==> config.mk <==
export PLATFORM = sky130hd
export DESIGN_NAME = msg_writer
export DESIGN_NICKNAME = d
export VERILOG_FILES = /design/src/rtl/msg_writer.sv
export SDC_FILE = /design/constraint.sdc
export NUM_CORES = 1
export LEC_CHECK = 0
export ABC_AREA = 1
export BUFFER_PORTS_ARGS = -buffer_cell sky130_fd_sc_hd__clkbuf_2
export CORE_MARGIN = 4
export CORE_UTILIZATION = 45
export CTS_BUF_LIST = sky130_fd_sc_hd__clkbuf_16
export CTS_CLUSTER_DIAMETER = 200
export CTS_CLUSTER_SIZE = 25
export DETAILED_ROUTE_END_ITERATION = 16
export GPL_TIMING_DRIVEN = 0
export SETUP_SLACK_MARGIN = 0.3
export SYNTH_ARGS = -nofsm -noshare
export SYNTH_HDL_FRONTEND = slang
export SYNTH_SLANG_ARGS = --single-unit
==> constraint.sdc <==
create_clock -name clk -period 2.6 [get_ports clk]
set_input_delay 0.13 -clock clk [delete_from_list [all_inputs] [get_ports clk]]
set_output_delay 0.13 -clock clk [all_outputs]
set_load 0.01 [all_outputs]
==> src/rtl/msg_writer.sv <==
// Stages a byte message and plays it out as consecutive wr strobes, then a gap,
// a one-cycle disp trigger, a second gap and a done pulse.
module msg_writer #(
   parameter int DEPTH = 16,
   parameter int GAP   = 3,
   parameter int CW    = $clog2(DEPTH + 1)
) (
   input  logic          clk,
   input  logic          rst_b,
   input  logic          push,
   input  logic [7:0]    push_dat,
   input  logic          start,
   output logic [CW-1:0] count,
   output logic          full,
   output logic          busy,
   output logic          done,
   output logic          wr,
   output logic [7:0]    dat,
   output logic          disp
);

   localparam int PW = $clog2(DEPTH);
   localparam int GW = $clog2(GAP + 1);
   localparam logic [CW-1:0] DEPTH_C  = CW'(DEPTH);
   localparam logic [GW-1:0] GAP_LOAD = GW'(GAP - 1);

   typedef enum logic [2:0] {IDLE, WRITE, GAP1, DISP, GAP2, DONE} state_t;

   state_t        state_q, state_d;
   logic          go_q, go_d;
   logic [CW-1:0] count_q, count_d;
   logic          full_q, full_d;
   logic [PW-1:0] ptr_q, ptr_d;
   logic [GW-1:0] gap_q, gap_d;
   logic          wr_q, wr_d;
   logic [7:0]    dat_q, dat_d;
   logic          disp_q, disp_d;
   logic          done_q, done_d;
   logic          push_ok;
   logic [7:0]    mem_q [DEPTH];

   // A sampled start is held in go_q for one cycle so playback begins on the
   // following edge with the same-cycle push already counted.
   always_comb begin
      state_d = state_q;
      go_d    = go_q;
      count_d = count_q;
      full_d  = full_q;
      ptr_d   = ptr_q;
      gap_d   = gap_q;
      wr_d    = 1'b0;
      dat_d   = '0;
      disp_d  = 1'b0;
      done_d  = 1'b0;
      push_ok = push && !full_q && (state_q == IDLE) && !go_q;
      if (push_ok) begin
         count_d = count_q + CW'(1);
         full_d  = ((count_q + CW'(1)) == DEPTH_C);
      end
      case (state_q)
         IDLE: begin
            if (go_q) begin
               go_d = 1'b0;
               if (count_q != '0) begin
                  state_d = WRITE;
                  wr_d    = 1'b1;
                  dat_d   = mem_q[0];
                  ptr_d   = '0;
               end else begin
                  state_d = GAP1;
                  gap_d   = GAP_LOAD;
               end
            end else if (start) begin
               go_d = 1'b1;
            end
         end
         WRITE: begin
            if (CW'(ptr_q) == (count_q - CW'(1))) begin
               state_d = GAP1;
               gap_d   = GAP_LOAD;
            end else begin
               ptr_d = ptr_q + PW'(1);
               wr_d  = 1'b1;
               dat_d = mem_q[ptr_q + PW'(1)];
            end
         end
         GAP1: begin
            if (gap_q == '0) begin
               state_d = DISP;
               disp_d  = 1'b1;
            end else begin
               gap_d = gap_q - GW'(1);
            end
         end
         DISP: begin
            state_d = GAP2;
            gap_d   = GAP_LOAD;
         end
         GAP2: begin
            if (gap_q == '0) begin
               state_d = DONE;
               done_d  = 1'b1;
               count_d = '0;
               full_d  = 1'b0;
               ptr_d   = '0;
            end else begin
               gap_d = gap_q - GW'(1);
            end
         end
         DONE:    state_d = IDLE;
         default: state_d = IDLE;
      endcase
   end

   always_ff @(posedge clk or negedge rst_b) begin
      if (!rst_b) begin
         state_q <= IDLE;
         go_q    <= 1'b0;
         count_q <= '0;
         full_q  <= 1'b0;
         ptr_q   <= '0;
         gap_q   <= '0;
         wr_q    <= 1'b0;
         dat_q   <= '0;
         disp_q  <= 1'b0;
         done_q  <= 1'b0;
      end else begin
         state_q <= state_d;
         go_q    <= go_d;
         count_q <= count_d;
         full_q  <= full_d;
         ptr_q   <= ptr_d;
         gap_q   <= gap_d;
         wr_q    <= wr_d;
         dat_q   <= dat_d;
         disp_q  <= disp_d;
         done_q  <= done_d;
      end
   end

   // Message storage carries no reset; stale bytes are never read past count.
   always_ff @(posedge clk) begin
      if (push_ok) mem_q[count_q[PW-1:0]] <= push_dat;
   end

   assign count = count_q;
   assign full  = full_q;
   assign busy  = (state_q != IDLE);
   assign done  = done_q;
   assign wr    = wr_q;
   assign dat   = dat_q;
   assign disp  = disp_q;

endmodule

==> impl_results.md, run 1 <==
* Synth unique cells at 31
* CTS buffer count at 17
* Hold_ws at 0.04628 ns
* Post-synth EDFFs at 128
* Post-synthesis cell count at 613
* Final Core Density at 54.11%
* Crit-path slowest cell: dfrtp_1
* Seq pwr share at 34.7%
* CP top delay family: simple AND/OR/NAND/NOR gates
* ANT nets after route at 0
* Vias at 4,606
* CP Capture Type: flop
* Area share of the largest cell type after synthesis at between 50% and 60%
* Register bit total from synthesis at 155
* Antenna diode count at 0
* Max cap viols at 0
* CP startpoint kind: flop
* Top Ports at 30
* First-pass GRT wire length at 24,010 um
* TritonCTS clock tree: yes
* Post-layout minimum cycle time at 2.277 ns
* Pre-antenna DRT Iters at 5
* Area contributors post-synth: edfxtp_1 57%, dfrtp_1 10%, nand2_1 10%
* Post-synth top area cell: edfxtp_1
* Final WL at roughly 16,000 um
* WL/cell at 18.43 um
* FF-to-FF path depth at 7
* Fraction of registers with async set/reset at between 10% and 20%
* Net Sw Frac at 36.83%
* Combinational share of power at 35.9%
* Critical path class: flop to flop
* DRC at 0
* Core area at around 15,000 um^2
* Hold Path Depth at 3
* Final Power at 8.889 mW
* Gr usage total at 19.54%
* PwrDens at 1130 nW/um^2
* Primary FF master, synth: edfxtp_1
* Bufs and invs on worst path at 1
* Initial Utilization at 46.00%
* Clock skew at ~0.0097 ns
* CP max stage delay at 0.47 ns
* Mapped Area at 6685 um^2
* Share of cells above drive strength 1 at between 15 and 20%
* P&R area growth vs syn at 17.63%
* Clock sink count at ~160
* Status: completed
* Vias per cell at roughly 5.3
* Routability congestion estimate at 0.8914
* Largest net degree at the start of global routing at 28
* Fmax at 439.2 MHz
* Inst Count DP at 826
* Vias in the first global route at 4,182
* Root Driver: clkbuf_16
* Worst EP arrival at 2.34 ns
* Worst path cell trace: nor2_4 -> nand2_2 -> nor2_4 -> nand3_2 -> nor2_2 -> inv_1 -> nor2_2
* Final Setup Violations at 0
* # port buffers at 29
* Internal power at 5.616 mW
* DRT iter0 DRCs at 436
* Avg Synthesized Cell Area at 10.91 um^2
* Part of the power in the clock network at just under 30%
* Die area at 16,870 um^2
* Fin cells at 862
* Post-DP HPWL at 10,730 um
* Die width at 129.9 um
* Static Leak at 3.061 nW
* Core Rows at 44
* Max Transition Viols Final at 0
* Period Utilization, post-route at just under 90%
* Initial antenna violation count at 0
* Htree depth at 4
* Top-count cell post-synth: nand2_1
* Max-slew headroom at 57.34%
* NetSw at ~3.3 mW
* WP depth at 7
* Worst EP required at 2.66 ns
* Min-Delay Path Class: input port to flop
* Worst VDD drop at 0.0006293 V
* Syn_nets at 632
* Final nets at 684
* GR Overflow Total at 0
* Register area share after synthesis at a little under 70%
* Synth cell count leaders: 180 x nand2_1, 135 x nand3_1, 128 x edfxtp_1, 31 x nor2_1
* Worst skew pair latency at 0.42 ns
* TNS Setup at 0 ns
* Least-Margin Pin Slew at 0.6398 ns
* Worst-path clk slew at around 0.060 ns
* RSZ-0062 raised after global routing: true
* CTS Buffer Depth at 2
* Yosys Warn Count at 0
* Die Span Y at 129.9 um
* Final hold vios at 0
* Worst-path maximum fanout at 8
cells by family (layout without fill, tap and decap cells):
| logic type | count (synthesis) | in the layout | synth area share [%] |
|---|---|---|---|
| flops | 155 | 155 | 67.60 |
| buf+inv | 57 | 122 | 3.781 |
| compound gates | 28 | 28 | 2.321 |
| simple gates | 362 | 362 | 24.24 |
| fa+ha+maj | 7 | 7 | 1.310 |
| xor+xnor | 4 | 4 | 0.7488 |
path summary, 6_finish.rpt:
path / start / end / slack, ns
worst max-delay path: state_q[1] / mem_q[3][5] / 0.32
worst min-delay path: push / count[3] / 0.05
worst max register to register: state_q[1] / mem_q[3][5] / 0.32
worst min register to register: gap_q[1] / gap_q[1] / 0.48
max in group asynchronous: rst_b / ptr_q[1] / 1.92
min in group asynchronous: rst_b / count[2] / 0.25
cells in the final DEF, fill, tap and decap left out, types with 2 or more instances in the layout:
master | Yosys | layout
nor2_1 | 31 | 15
o21ai_1 | 8 | 8
clkbuf_2 | 0 | 33
nand4_1 | 4 | 4
nand2_4 | 3 | 3
nand2_1 | 180 | 177
inv_1 | 27 | 28
nand3_1 | 135 | 135
xor2_1 | 2 | 2
edfxtp_1 | 128 | 128
ha_1 | 7 | 7
buf_4 | 4 | 4
clkbuf_1 | 3 | 3
clkinvlp_4 | 0 | 3
nor2_4 | 2 | 14
bufinv_16 | 0 | 5
dfrtp_1 | 27 | 27
dlygate4sd3_1 | 0 | 2
nand2_2 | 1 | 4
buf_2 | 13 | 13
a21oi_1 | 8 | 8
inv_2 | 4 | 4
buf_12 | 0 | 2
clkbuf_16 | 0 | 17
o21ai_0 | 8 | 8
nor2_2 | 3 | 7
clkinv_1 | 0 | 4
flip-flops by register name, indices dropped and copies added, names as in the netlist:
signal,cells
state_q,3
done,1
ptr_q,4
dat,8
go_q,1
count,5
wr,1
disp,1
full,1
gap_q,2
mem_q,128
layout make-up:
type / instances / area [um^2]
clock buffer: 17 / 425.4
fill: 1277 / 6670
inverter: 31 / 116.4
tap: 184 / 230.2
clock inverter: 15 / 205.2
sequential: 155 / 4519
timing repair buffer: 33 / 205.2
buffer: 26 / 141.4
multi-input combinational: 401 / 2021
worst register-to-register path, stage by stage (launching register included):
cell and delay (ns):
dfrtp_1 0.47, nor2_4 0.18, nand2_2 0.13, nor2_4 0.17, nand3_2 0.17, nor2_2 0.20
inv_1 0.19, nor2_2 0.42
per-stage QoR:
step | area (um^2) | setup slack [ns]
after floorplan | 6685 | 0.6418
after CTS | 7761 | 0.1415
after global routing | 7864 | 0.1463
final | 7864 | 0.3232
after global placement | 7061 | 0.1005
after detailed placement | 7061 | 0.08365
power by group through the flow:
| stage | Combinational, mW | Clock, mW | Sequential (mW) |
|---|---|---|---|
| 3_3_place_gp | 3.02 | 0 | 3.13 |
| 4_1_cts | 3.11 | 2.65 | 3.09 |
| 2_1_floorplan | 2.11 | 0 | 3.16 |
| 5_1_grt | 3.56 | 2.76 | 3.12 |
| 3_5_place_dp | 3.06 | 0 | 3.14 |
| 6_report | 3.19 | 2.61 | 3.09 |
metal layers:
metal	wire length [um]	part of all wire (%)	track usage, %	vias up
met1	7289	46	28.76	2196
met2	7197	45	28.60	177
met4	212	1.3	6.112	0
met5	0	0	0	-
met3	1184	7.5	5.035	17
li1	-	-	-	2216
timing repair:
| action | in CTS | in global routing |
|---|---|---|
| endpoints found under the setup margin | 128 | 136 |
| hold buffers | 2 | 0 |
| resized for setup | 16 | 19 |
| endpoints found under the hold margin | 28 | 0 |
| pin swaps | 0 | 5 |
| setup buffers | 0 | 2 |
No activity file was read; power rests on OpenSTA's default activity.
==> inputs of run 2 (changes only) <==
--- a/config.mk
+++ b/config.mk
@@ -8,12 +8,13 @@
 export ABC_AREA = 1
 export BUFFER_PORTS_ARGS = -buffer_cell sky130_fd_sc_hd__clkbuf_2
 export CORE_MARGIN = 4
-export CORE_UTILIZATION = 45
+export CORE_UTILIZATION = 55
 export CTS_BUF_LIST = sky130_fd_sc_hd__clkbuf_16
 export CTS_CLUSTER_DIAMETER = 200
 export CTS_CLUSTER_SIZE = 25
 export DETAILED_ROUTE_END_ITERATION = 16
 export GPL_TIMING_DRIVEN = 0
+export PLACE_DENSITY = 0.72
 export SETUP_SLACK_MARGIN = 0.3
 export SYNTH_ARGS = -nofsm -noshare
 export SYNTH_HDL_FRONTEND = slang
==> impl_results.md, run 2 (synthesized netlist as in run 1, its figures left out) <==
* Least-Margin Pin Slew at 0.6692 ns (+0.02932 ns)
* Period Utilization, post-route at 87.19% (-0.38 points)
* Hold Path Depth at 3 (unchanged)
* Share of cells above drive strength 1 at 17.75% (+0.20 points)
* CP Capture Type: flop
* Worst EP required at 2.68 ns (+0.02 ns)
* Die width at 118.3 um (-9.0%)
* Post-DP HPWL at 10,380 um (-3.2%)
* Final Core Density at 64.38% (+10 points)
* Max-slew headroom at 55.39% (-2.0 points)
* Worst VDD drop at 0.0005436 V (-14%)
* Critical path class: flop to flop
* Fin cells at 823 (-4.5%)
* Die area at 13,980 um^2 (-17%)
* Static Leak at 3.019 nW (-1.4%)
* Worst-path clk slew at 0.06 ns (about the same)
* Max Transition Viols Final at 0 (unchanged)
* Status: completed
* Hold_ws at 0.04494 ns (-0.001345 ns)
* Setup repair bufs after CTS at 0 (unchanged)
* Vias in the first global route at 4,448 (+6.4%)
* CTS buffer count at 17 (unchanged)
* ANT nets after route at 0 (unchanged)
* Root Driver: clkbuf_16
* Vias per cell at 5.706 (+6.8%)
* Clock sink count at 155 (unchanged)
* Leading cell type in the layout, fill and taps excluded: nand2_1
* Max cap viols at 0 (unchanged)
* Fillers at 912 (-29%)
* NetSw at 3.403 mW (+3.9%)
* Routability congestion estimate at 0.9212 (+3.3%)
* CTS Buffer Depth at 2 (unchanged)
* Initial Utilization at 55.89% (+9.9 points)
* Net Sw Frac at 39.73% (+2.9 points)
* Core Rows at 40 (-9.1%)
* Number of flip-flops in the largest register at 128 (unchanged)
* Inst Count DP at 789 (-4.5%)
* Post-layout minimum cycle time at 2.267 ns (-0.009988 ns)
* Final hold vios at 0 (unchanged)
* Register area at 4521 um^2 (about the same)
* Worst EP arrival at 2.35 ns (about the same)
* Internal power at 5.162 mW (-8.1%)
* DRC at 0 (unchanged)
* Top Ports at 30 (unchanged)
* Gr usage total at 22.35% (+2.8 points)
* Area occupied by multi-input gates at 2031 um^2 (+0.50%)
* Combinational share of power at 37.3% (+1.4 points)
* Vias at 4,696 (+2.0%)
* Worst skew pair latency at 0.44 ns (+0.02 ns)
* Seq pwr share at 36.2% (+1.5 points)
* Antenna diode count at 0 (unchanged)
* Largest net degree at the start of global routing at 28 (unchanged)
* Final WL at 15,020 um (-5.5%)
* # port buffers at 29 (unchanged)
* RSZ-0062 raised after global routing: true
* Htree depth at 4 (unchanged)
* Core area at 11,960 um^2 (-18%)
* Die Span Y at 118.3 um (-9.0%)
* Min-Delay Path Class: input port to flop
* TritonCTS clock tree: yes
* DRT iter0 DRCs at 511 (+17%)
* TNS Setup at 0 ns (unchanged)
* WL/cell at 18.25 um (-0.98%)
* CP startpoint kind: flop
* Initial antenna violation count at 0 (unchanged)
* Final Setup Violations at 0 (unchanged)
* FF-to-FF path depth at 7 (unchanged)
* Clock skew at 0.01180 ns (+0.002131 ns)
* PwrDens at 1112 nW/um^2 (-1.6%)
* Fmax at 441.1 MHz (+0.44%)
* First-pass GRT wire length at 23,530 um (-2.0%)
* Worst-path maximum fanout at 8 (unchanged)
* GR Overflow Total at 0 (unchanged)
* Part of the power in the clock network at 26.5% (-2.8 points)
* Final nets at 682 (-0.29%)
* Pre-antenna DRT Iters at 5 (unchanged)
* Most used cells in the layout excluding fill and tap cells: 177 x nand2_1, 135 x nand3_1, 128 x edfxtp_1
* P&R area growth vs syn at 15.20%
run 2: through the flow:
| step | setup WS [ns] | total power, mW | area [um^2] |
|---|---|---|---|
| 2_1_floorplan | 0.6418 | 5.267 | 6685 |
| 3_3_place_gp | 0.1932 | 6.097 | 7014 |
| 3_5_place_dp | 0.1344 | 6.195 | 7014 |
| 4_1_cts | 0.1246 | 8.448 | 7605 |
| 5_1_grt | 0.1934 | 9.054 | 7701 |
| 6_report | 0.3331 | 8.565 | 7701 |
run 2: worst paths after layout:
| kind | start | slack (ns) | end |
|---|---|---|---|
| setup / recovery | state_q[1] | 0.33 | mem_q[3][4] |
| hold / removal | push | 0.04 | count[0] |
| setup reg to reg | state_q[1] | 0.33 | mem_q[3][4] |
| hold reg to reg | gap_q[1] | 0.48 | gap_q[1] |
| max in group asynchronous | rst_b | 1.88 | count[0] |
| min in group asynchronous | rst_b | 0.26 | count[1] |
run 2: worst max-delay path, stage by stage (launching register included):
cell,delay [ns]
dfrtp_1,0.47
nor2_4,0.18
nand2_2,0.12
nor2_4,0.16
nand3_2,0.17
nor2_2,0.20
inv_1,0.21
nor2_2,0.40
run 2: repair_timing:
item                                    CTS  global route
hold endpoints to repair                 28             0
hold buffers                              2             0
pin swaps                                 0             4
gates resized for setup                  10            26
endpoints found under the setup margin  128           136
run 2: power by group through the flow:
stage / Combinational, mW / Sequential, mW / Clock [mW]
2_1_floorplan: 2.11 / 3.16 / 0
3_3_place_gp: 2.96 / 3.14 / 0
3_5_place_dp: 3.05 / 3.15 / 0
4_1_cts: 3.08 / 3.10 / 2.27
5_1_grt: 3.54 / 3.13 / 2.39
6_report: 3.19 / 3.10 / 2.27
run 2: metal layers:
layer / global-route usage (%) / part of all wire (%) / vias up
met5: 0 / 0 / -
met4: 8.425 / 2.0 / 0
met3: 5.455 / 7.2 / 27
met2: 35.01 / 47 / 197
met1: 30.45 / 44 / 2250
li1: - / - / 2222
run 2: area by class of cell:
cell class	instances	share of cell area (%)
plain buffers	26	1.803
repair buffers	31	2.145
well taps	147	2.388
clock inverters	15	1.560
multi-input cells	401	26.37
flip-flops and latches	155	58.70
inverters	31	1.511
clock buffers	17	5.524
==> inputs of run 3 (changes only) <==
==> constraint.sdc (replaced) <==
create_clock -name clk -period 2.3 [get_ports clk]
set_input_delay 0.115 -clock clk [delete_from_list [all_inputs] [get_ports clk]]
set_output_delay 0.115 -clock clk [all_outputs]
set_load 0.01 [all_outputs]
==> impl_results.md, run 3 (synthesized netlist as in run 1, its figures left out) <==
* Status: completed
* Pre-CTS setup slack at -0.1656 ns (-0.3000 ns)
* Pre-antenna DRT Iters at 7 (+2)
* Htree depth at 4 (unchanged)
* Fmax at 517.1 MHz (+17%)
* Vias in the first global route at 4,582 (+3.0%)
* TNS Setup at 0 ns (unchanged)
* Gr usage total at 22.76% (+0.42 points)
* Initial Utilization at 55.89% (unchanged)
* Final hold vios at 0 (unchanged)
* Final Setup Violations at 0 (unchanged)
* Worst-path clk slew at 0.06 ns (about the same)
* Seq pwr share at 35.3% (-0.9 points)
* Hold Path Depth at 3 (unchanged)
* Static Leak at 3.109 nW (+3.0%)
* Setup WS post-layout at 0.3663 ns (+0.03313 ns)
* Fillers at 878 (-3.7%)
* Internal power at 6.010 mW (+16%)
* P&R area growth vs syn at 18.10%
* First-pass GRT wire length at 24,050 um (+2.2%)
* Max Transition Viols Final at 0 (unchanged)
* Period Utilization, post-route at 84.08% (-3.1 points)
* Die Span Y at 118.3 um (unchanged)
* Clock sink count at 155 (unchanged)
* R2R Setup Slk at 0.37 ns (+0.03 ns)
* Root Driver: clkbuf_16
* Register area at 4524 um^2 (about the same)
* Most used cells in the layout excluding fill and tap cells: 177 x nand2_1, 135 x nand3_1, 128 x edfxtp_1
* Post-DP HPWL at 10,380 um (unchanged)
* Worst EP arrival at 2.05 ns (-0.30 ns)
* CTS Buffer Depth at 2 (unchanged)
* TritonCTS clock tree: yes
* Number of flip-flops in the largest register at 128 (unchanged)
* GR Overflow Total at 0 (unchanged)
* Least-Margin Pin Slew at 0.6684 ns (-0.0007986 ns)
* Die area at 13,980 um^2 (unchanged)
* Worst path cell trace: nor2_4 -> nand2_4 -> nor2_4 -> nand3_4 -> nor2_4 -> clkinvlp_4 -> buf_12 -> nor2_4
* CP startpoint kind: flop
* Final Power at 9.953 mW (+16%)
* Most used cell, CP: nor2_4
* Worst EP required at 2.41 ns (-0.27 ns)
* Worst VDD drop at 0.0006532 V (+20%)
* Initial antenna violation count at 0 (unchanged)
* Core area at 11,960 um^2 (unchanged)
* NetSw at 3.943 mW (+16%)
* ANT nets after route at 0 (unchanged)
* Hold path endpoint: count[3]
* Routability congestion estimate at 0.9212 (unchanged)
* Share of cells above drive strength 1 at 21.22% (+3.5 points)
* Leading cell type in the layout, fill and taps excluded: nand2_1
* Final WL at 15,340 um (+2.2%)
* Clock skew at 0.009594 ns (-0.002208 ns)
* DRT iter0 DRCs at 482 (-5.7%)
* Hold Crit Start: push
* Max-slew headroom at 55.44% (about the same)
* # port buffers at 29 (unchanged)
* Die width at 118.3 um (unchanged)
* Final nets at 694 (+1.8%)
* Critical path class: flop to flop
* CTS buffer count at 17 (unchanged)
* Worst-path maximum fanout at 8 (unchanged)
* Antenna diode count at 0 (unchanged)
* RR Endpoint: mem_q[3][4]
* Max cap viols at 0 (unchanged)
* CP max stage delay at 0.44 ns (-0.03 ns)
* Core Rows at 40 (unchanged)
* R2r startpoint: state_q[0]
* Largest net degree at the start of global routing at 28 (unchanged)
* Vias at 4,792 (+2.0%)
* Vias per cell at 5.739 (+0.58%)
* Combinational share of power at 39.0% (+1.7 points)
* Part of the power in the clock network at 25.7% (-0.8 points)
* Top Ports at 30 (unchanged)
* Crit-path slowest cell: dfrtp_2
* Area occupied by multi-input gates at 2087 um^2 (+2.8%)
* Post-layout minimum cycle time at 1.934 ns (-0.3331 ns)
* Worst skew pair latency at 0.43 ns (about the same)
* PwrDens at 1261 nW/um^2 (+13%)
* FF-to-FF path depth at 8 (+1)
* DRC at 0 (unchanged)
* CP Capture Type: flop
* Net Sw Frac at 39.62% (-0.11 points)
* Min-Delay Path Class: input port to flop
* WL/cell at 18.37 um (+0.70%)
* RSZ-0062 raised after global routing: true
[run 3: changes by cell type in the layout (fill, tap and decap cells not counted), moves of 2 or more]
cell     previous run  this run
buf_1               3         0
buf_12              0         2
buf_4               4        16
dfrtp_1            26        23
dfrtp_2             1         4
inv_1              28        22
inv_2               4         8
nand2_2             2         0
nand2_4             5         7
nor2_2              7         3
nor2_4             14        19
[run 3: layer usage]
layer / up-vias / GRT usage, % / routed length, um
li1: 2255 / - / -
met1: 2261 / 30.22 / 6432
met3: 40 / 5.981 / 1274
met4: 0 / 9.963 / 504
met5: - / 0 / 0
met2: 236 / 35.55 / 7130
[run 3: per-stage QoR]
| stage | utilization [%] | std cells | area, um^2 | hold slack [ns] |
|---|---|---|---|---|
| 3_5_place_dp | 58.64 | 789 | 7014 | 0.1718 |
| 3_3_place_gp | 58.64 | 789 | 7014 | 0.1660 |
| 2_1_floorplan | - | 613 | 6685 | -0.1806 |
| 6_report | 66.00 | 835 | 7895 | 0.004688 |
| 4_1_cts | 65.44 | 829 | 7828 | 0.01579 |
| 5_1_grt | 66.00 | 835 | 7895 | 0.007956 |
[run 3: how the worst max path moves through the flow]
stage	from	end	slack [ns]
3_3_place_gp	state_q[1]	mem_q[2][7]	-0.11
5_1_grt	count[0]	ptr_q[2]	0.29
2_1_floorplan	state_q[1]	mem_q[0][0]	0.34
3_5_place_dp	state_q[1]	mem_q[8][2]	-0.17
4_1_cts	ptr_q[1]	dat[7]	0.30
6_report	state_q[0]	mem_q[3][4]	0.37
[run 3: worst max-delay path, delay by kind of cell (launching register included)]
family | cells | cell delay [ns]
flip-flops | 1 | 0.44
AND/OR/NAND/NOR | 6 | 0.90
buffers and inverters | 2 | 0.26
[run 3: repair_timing]
| action | CTS | global route |
|---|---|---|
| hold endpoints to repair | 28 | 0 |
| resized for setup | 53 | 11 |
| pin swaps | 7 | 5 |
| setup endpoints to repair | 144 | 105 |
| hold buffers | 2 | 0 |
| setup buffers | 6 | 6 |
[run 3: power by group through the flow]
stage               clock network, mW  registers, mW  logic [mW]
finish                           2.56           3.51        3.88
global placement                    0           3.55        3.34
floorplan                           0           3.57        2.38
CTS                              2.56           3.50        3.73
global route                     2.70           3.54        4.28
detailed placement                  0           3.56        3.44
[run 3: cell type report]
cell class / count / share of cell area [%]
multi-input cells: 401 / 26.43
well taps: 147 / 2.330
repair buffers: 43 / 3.550
flip-flops and latches: 155 / 57.31
plain buffers: 26 / 1.918
clock buffers: 17 / 5.388
clock inverters: 15 / 1.521
inverters: 31 / 1.553
